$ cat src/rtl/data_path.sv
// Single-bus tutorial datapath: registers A, B, Z,
// a shared internal bus and two immediate adders.
module data_path #(
  parameter int WIDTH = 8
) (
  input  logic             clock,
  input  logic             clear,
  input  logic [WIDTH-1:0] AddImmediate,
  input  logic [WIDTH-1:0] RegisterAImmediate,
  input  logic             RZout,
  input  logic             RAout,
  input  logic             RBout,
  input  logic             RAin,
  input  logic             RBin,
  input  logic             RZin,
  output logic [WIDTH-1:0] bus_q,
  output logic [WIDTH-1:0] ra_q,
  output logic [WIDTH-1:0] rb_q,
  output logic [WIDTH-1:0] rz_q
);

  logic [WIDTH-1:0] ra;
  logic [WIDTH-1:0] rb;
  logic [WIDTH-1:0] rz;
  logic [WIDTH-1:0] bus;
  logic [WIDTH-1:0] a_sum;
  logic [WIDTH-1:0] z_sum;

  // Bus mux: Z wins over A, A over B, idle bus reads zero
  always_comb begin
    bus = '0;
    if (RZout)
      bus = rz;
    else if (RAout)
      bus = ra;
    else if (RBout)
      bus = rb;
  end

  // Immediate adders; carry out is dropped
  always_comb begin
    a_sum = bus + RegisterAImmediate;
    z_sum = bus + AddImmediate;
  end

  // Register file: each register loads independently from the pre-edge bus
  always_ff @(posedge clock or negedge clear) begin
    if (!clear) begin
      ra <= '0;
      rb <= '0;
      rz <= '0;
    end else begin
      if (RAin)
        ra <= a_sum;
      if (RBin)
        rb <= bus;
      if (RZin)
        rz <= z_sum;
    end
  end

  assign bus_q = bus;
  assign ra_q  = ra;
  assign rb_q  = rb;
  assign rz_q  = rz;

endmodule

$ cat config.mk
export PLATFORM = sky130hd
export DESIGN_NAME = data_path
export DESIGN_NICKNAME = d
export VERILOG_FILES = /design/src/rtl/data_path.sv
export SDC_FILE = /design/constraint.sdc
export NUM_CORES = 1
export LEC_CHECK = 0
export ABC_AREA = 1
export CAP_MARGIN = 20
export CORE_ASPECT_RATIO = 1.25
export CORE_MARGIN = 5
export CORE_UTILIZATION = 40
export DETAILED_ROUTE_END_ITERATION = 7
export PLACE_DENSITY = 0.71
export SYNTH_ARGS = -nofsm -noshare
export SYNTH_HDL_FRONTEND = slang
export SYNTH_SLANG_ARGS = --single-unit
$ cat constraint.sdc
create_clock -name clock -period 3.5 [get_ports clock]
set_input_delay 0.7 -clock clock [delete_from_list [all_inputs] [get_ports clock]]
set_output_delay 0.7 -clock clock [all_outputs]
set_load 0.01 [all_outputs]
==> Yosys cells after proc, flatten, opt, wreduce, memory -nomap -nowiden <==
Cells that the tools add are included.
{ "op_classes": {"addsub": 2, "muxes": 3} }
{ "op_table": {"columns": ["operator", "count"], "rows": [
  ["two-way mux 8 bit", 3],
  ["adder 8 bit", 2]
]} }
{ "word_totals": {"word_cells": 8, "inputBits": 24, "output_inout_bits": 32, "ff_bits": 24} }

==> Logic depth before layout (Yosys ltp) <==
{ "depth": {"depth_word": 4, "depth_mapped": 13} }

==> Worst setup path before layout <==
OpenSTA, ideal clock, no wires.
{ "synth_timing": {"kind": "in2reg", "start": "input port RAout", "end": "register ra[5], in the netlist ra_q[5]", "t_required_ns": 3.383, "arrival_time_ns": 2.401, "cell_stages": 11, "setup_time_ns": 0.117, "setup_slack_ns": 0.981, "path_cell_list": "buf_6 > nor2_4 > nand2_1 > a22oi_1 > ha_1 > nand3_1 > nand3_1 > a21oi_1 > nand2_1 > nand3_1 > nand2_1"} }
{ "synth_between": {"elab_chain_cells": 3} }
{ "synth_rtl": {"columns": ["element", "line", "text"], "rows": [
  ["start, declared", "11", "input logic RAout,"],
  ["two-way mux 8 bit", "34", "else if (RAout)"],
  ["two-way mux 8 bit", "32", "if (RZout)"],
  ["via bus_q[1]", "16", "output logic [WIDTH-1:0] bus_q,"],
  ["adder 8 bit", "42", "a_sum = bus + RegisterAImmediate;"],
  ["end signal, assigned", "54", "ra <= a_sum;"],
  ["end, declared", "22", "logic [WIDTH-1:0] ra;"]
]} }
The timed path passes the listed nets, and every way through them passes these cells.
A chain may end at the register's enable or synchronous reset.

==> Worst setup path in the final report <==
{ "layout_timing": {"start": "input port RAout", "end": "output port bus_q[6]"} }
{ "layout_between": {"elab_chain_cells": 2} }
{ "layout_rtl": {"columns": ["element", "line"], "rows": [
  ["two-way mux 8 bit", "34"],
  ["two-way mux 8 bit", "32"],
  ["end, declared", "16"]
]} }
No other way between the ends.

==> results.md <==
- Status: finished clean
- Largest net degree at the start of global routing: 25
- DIE AREA: 5780 sq um
- Horiz. Die Dim: 69.0 um
- Slew @ Worst Pin: 0.423 ns
- Largest family of logic cells by synthesized area: simple AND/OR/NAND/NOR gates
- Global-route wire length before repair: 8.16 mm
- Initial antenna violation count: 0
- Critical path arrival: between 2 and 3 ns
- CTS buffer count: 3
- Nets@finish: 345
- Max Cap Viol: 0
- YS warnings: 0
- Power Density: 526 nW/um^2
- Capture point of the worst path: bus_q[6]
- LEAKAGE: 1.26 nW
- Met3 routed WL: 180 um
- Worst Reg-to-Reg Cells: 10
- Drt first-iter violations: 110
- Req. time, crit path: 2.80 ns
- Worst hold path type: register to register
- Clock sinks: 24
- Ant diodes: 0
- Final Non-Filler Cells: 360
- Hold Violations, Final: 0
- Reg2Reg Capture Point: rz_q[6]
- IO Pins: 56
- Hold-fix buffers, CTS: 0
- Crit. End Element: output port
- Row count: 26
- Setup repair after global routing missed its margin: false
- Final HPWL DP: 3.93 mm
- Die height: 83.8 um
- Final Wtd Congestion: 0.895
- Multiplexer area fraction after synthesis: 0%
- WL met1: 2.13 mm
- GR Overflow Total: 0
- Via density: between 4 and 5
- Synth Area in XOR/XNOR: less than 1%
- Core area: 4160 sq um
- Worst slew margin: 71.7%
- Residual DRC count: 0
- GRT Total Usage: 16.8%
- Setup Skew: 0.00604 ns
- Post-layout worst setup margin: 0.303 ns
- Part of the Yosys area used for sequential elements: between 30% and 40%
- Crit Reg-Reg Startpoint: ra_q[3]
- Initial core utilization: around two fifths
- Pre-CTS setup slack: 0.279 ns
- Most frequent cells in the layout: nand2_1 (85), clkdlybuf4s50_1 (55), inv_1 (31), dfrtp_1 (24), nand3_1 (18)
- Count of pins over their slew limit: 0
- Vias in the first global route: 1,725
- R2R Setup Slk: 1.49 ns
- Detail Route met2 WL: 2.39 mm
- DRT antenna net count: 0
- CTS Buffer Depth: 2
- Period utilization: between 90% and 100%
- Post-cts sizing count: 0
- DR pass1 iterations: 4
- Max Fanout on Critical Path: 10
- Layout area overhead: 40.9%
- Final WL: between 4 and 5 mm
- Post-Syn Area: 1740 sq um
- Yosys cell types: 27
- Peak supply drop: 210 uV
- Clk slew on worst S/H paths: about 0.080 ns
- CP Cell Sequence: clkdlybuf4s50_1, nor2_4, a22oi_1, a21oi_1, clkdlybuf4s50_1
- CTS tree: yes
- Layout cells sized above 1: 7.57%
- Setup Fix Bufs, Post-CTS: 0
- CP startpoint kind: primary input
- Crit path from: RAout
- Commonest non-fill, non-tap cell in the layout: nand2_1
- Crit-path max cell delay: 0.61 ns
- Port Buf Inserts: 55
- Setup TNS: 0 ns
- Vias: 1,761
- Simple logic cell fraction of the synthesized area: 31.8%
- CP Class: primary input to output port
- Top layer in use: met4
- Slowest-stage cell, CP: clkdlybuf4s50_1
- Avg Cell Area, Syn: just over 7 sq um
- Yosys reg bits: 24
- CTS Root Buffer Type: clkbuf_8
- FMAX: 313 MHz
- Crit-path most repeated cell: clkdlybuf4s50_1
- Dpl cells: 356
- Final setup viols: 0
- Synth Area in Adders: 12.4%
- Mapped Nets: 281
- Synth Area in Compound Gates: 11.9%
- Clock Latency Late Sink: 0.26 ns
- WL/cell: around 13 um
- H-tree level count: 1
- Tmin final: 3.20 ns
- Cell count after synthesis: between 200 and 250
how the worst min path moves through the flow:
stage | from | endpoint | slack [ns] | cells after the start
detailed placement | ra_q[1] | ra_q[1] | 0.49 | 2
global placement | ra_q[1] | ra_q[1] | 0.49 | 2
finish | ra_q[7] | ra_q[7] | 0.52 | 2
floorplan | clear | ra_q[0] | 0.40 | 0
global route | ra_q[7] | ra_q[7] | 0.54 | 2
CTS | ra_q[7] | ra_q[7] | 0.52 | 2
power breakdown:
| part | switching (mW) | internal, mW | total, mW |
|---|---|---|---|
| registers | 0.0616 | 0.349 | 0.411 |
| logic | 0.346 | 0.347 | 0.693 |
| clock network | 0.0878 | 0.100 | 0.188 |
through the flow:
stage,utilization (%),power [mW],area [sq um],hold slack (ns)
after floorplan,-,0.771,1740,0.404
after global placement,57.6,1.10,2400,0.488
after detailed placement,57.6,1.11,2400,0.492
after CTS,59.0,1.30,2450,0.518
after global routing,59.0,1.40,2450,0.543
final,59.0,1.29,2450,0.519
state kept, by name, summed over array words and instances (netlist names):
register,count
rb_q,8
ra_q,8
rz_q,8
logic make-up (layout without fill, tap and decap cells):
group	Yosys count	after routing
and+or+nand+nor	124	124
buffers and inverters	39	102
AOI/OAI and AO/OA	37	37
DFF	24	24
adders and majority gates	16	16
xor gates and xnor gates	1	1
synthesized netlist by cell type:
cell | count | area (sq um)
a21oi_1 | 17 | 85.1
a22oi_1 | 7 | 52.6
a31oi_1 | 2 | 12.5
buf_2 | 3 | 15.0
buf_6 | 1 | 11.3
clkbuf_1 | 1 | 3.75
clkinv_1 | 2 | 7.51
dfrtp_1 | 24 | 601
fa_1 | 2 | 40.0
ha_1 | 14 | 175
inv_1 | 31 | 116
inv_2 | 1 | 3.75
nand2_1 | 85 | 319
nand2_2 | 3 | 18.8
nand2_4 | 1 | 11.3
nand3_1 | 18 | 90.1
nand3b_1 | 1 | 7.51
nand3b_4 | 1 | 20.0
nand4_1 | 4 | 25.0
nor2_1 | 6 | 22.5
nor2_4 | 1 | 11.3
o21ai_0 | 10 | 50.1
o22ai_1 | 1 | 6.26
or2_0 | 1 | 6.26
or2_2 | 2 | 12.5
or2_4 | 1 | 8.76
xnor2_1 | 1 | 8.76
worst max-delay path: cells and delay by family:
family                 cells  cell delay, ns
AO/OA/AOI/OAI              2            0.33
buffers and inverters      2            1.20
AND/OR/NAND/NOR            1            0.27
layout make-up:
type	count	area, sq um
well taps	56	70.1
multi-input cells	178	983
fillers	415	1710
inverters	34	128
clock buffers	4	55.1
repair buffers	64	618
flip-flops and latches	24	601
metal layers:
| metal | GRT usage (%) | vias to the layer above |
|---|---|---|
| met2 | 28.7 | 43 |
| li1 | - | 903 |
| met3 | 1.08 | 2 |
| met4 | 3.91 | 0 |
| met1 | 22.9 | 813 |
| met5 | 0 | - |
No activity file was read; power rests on OpenSTA's default activity.
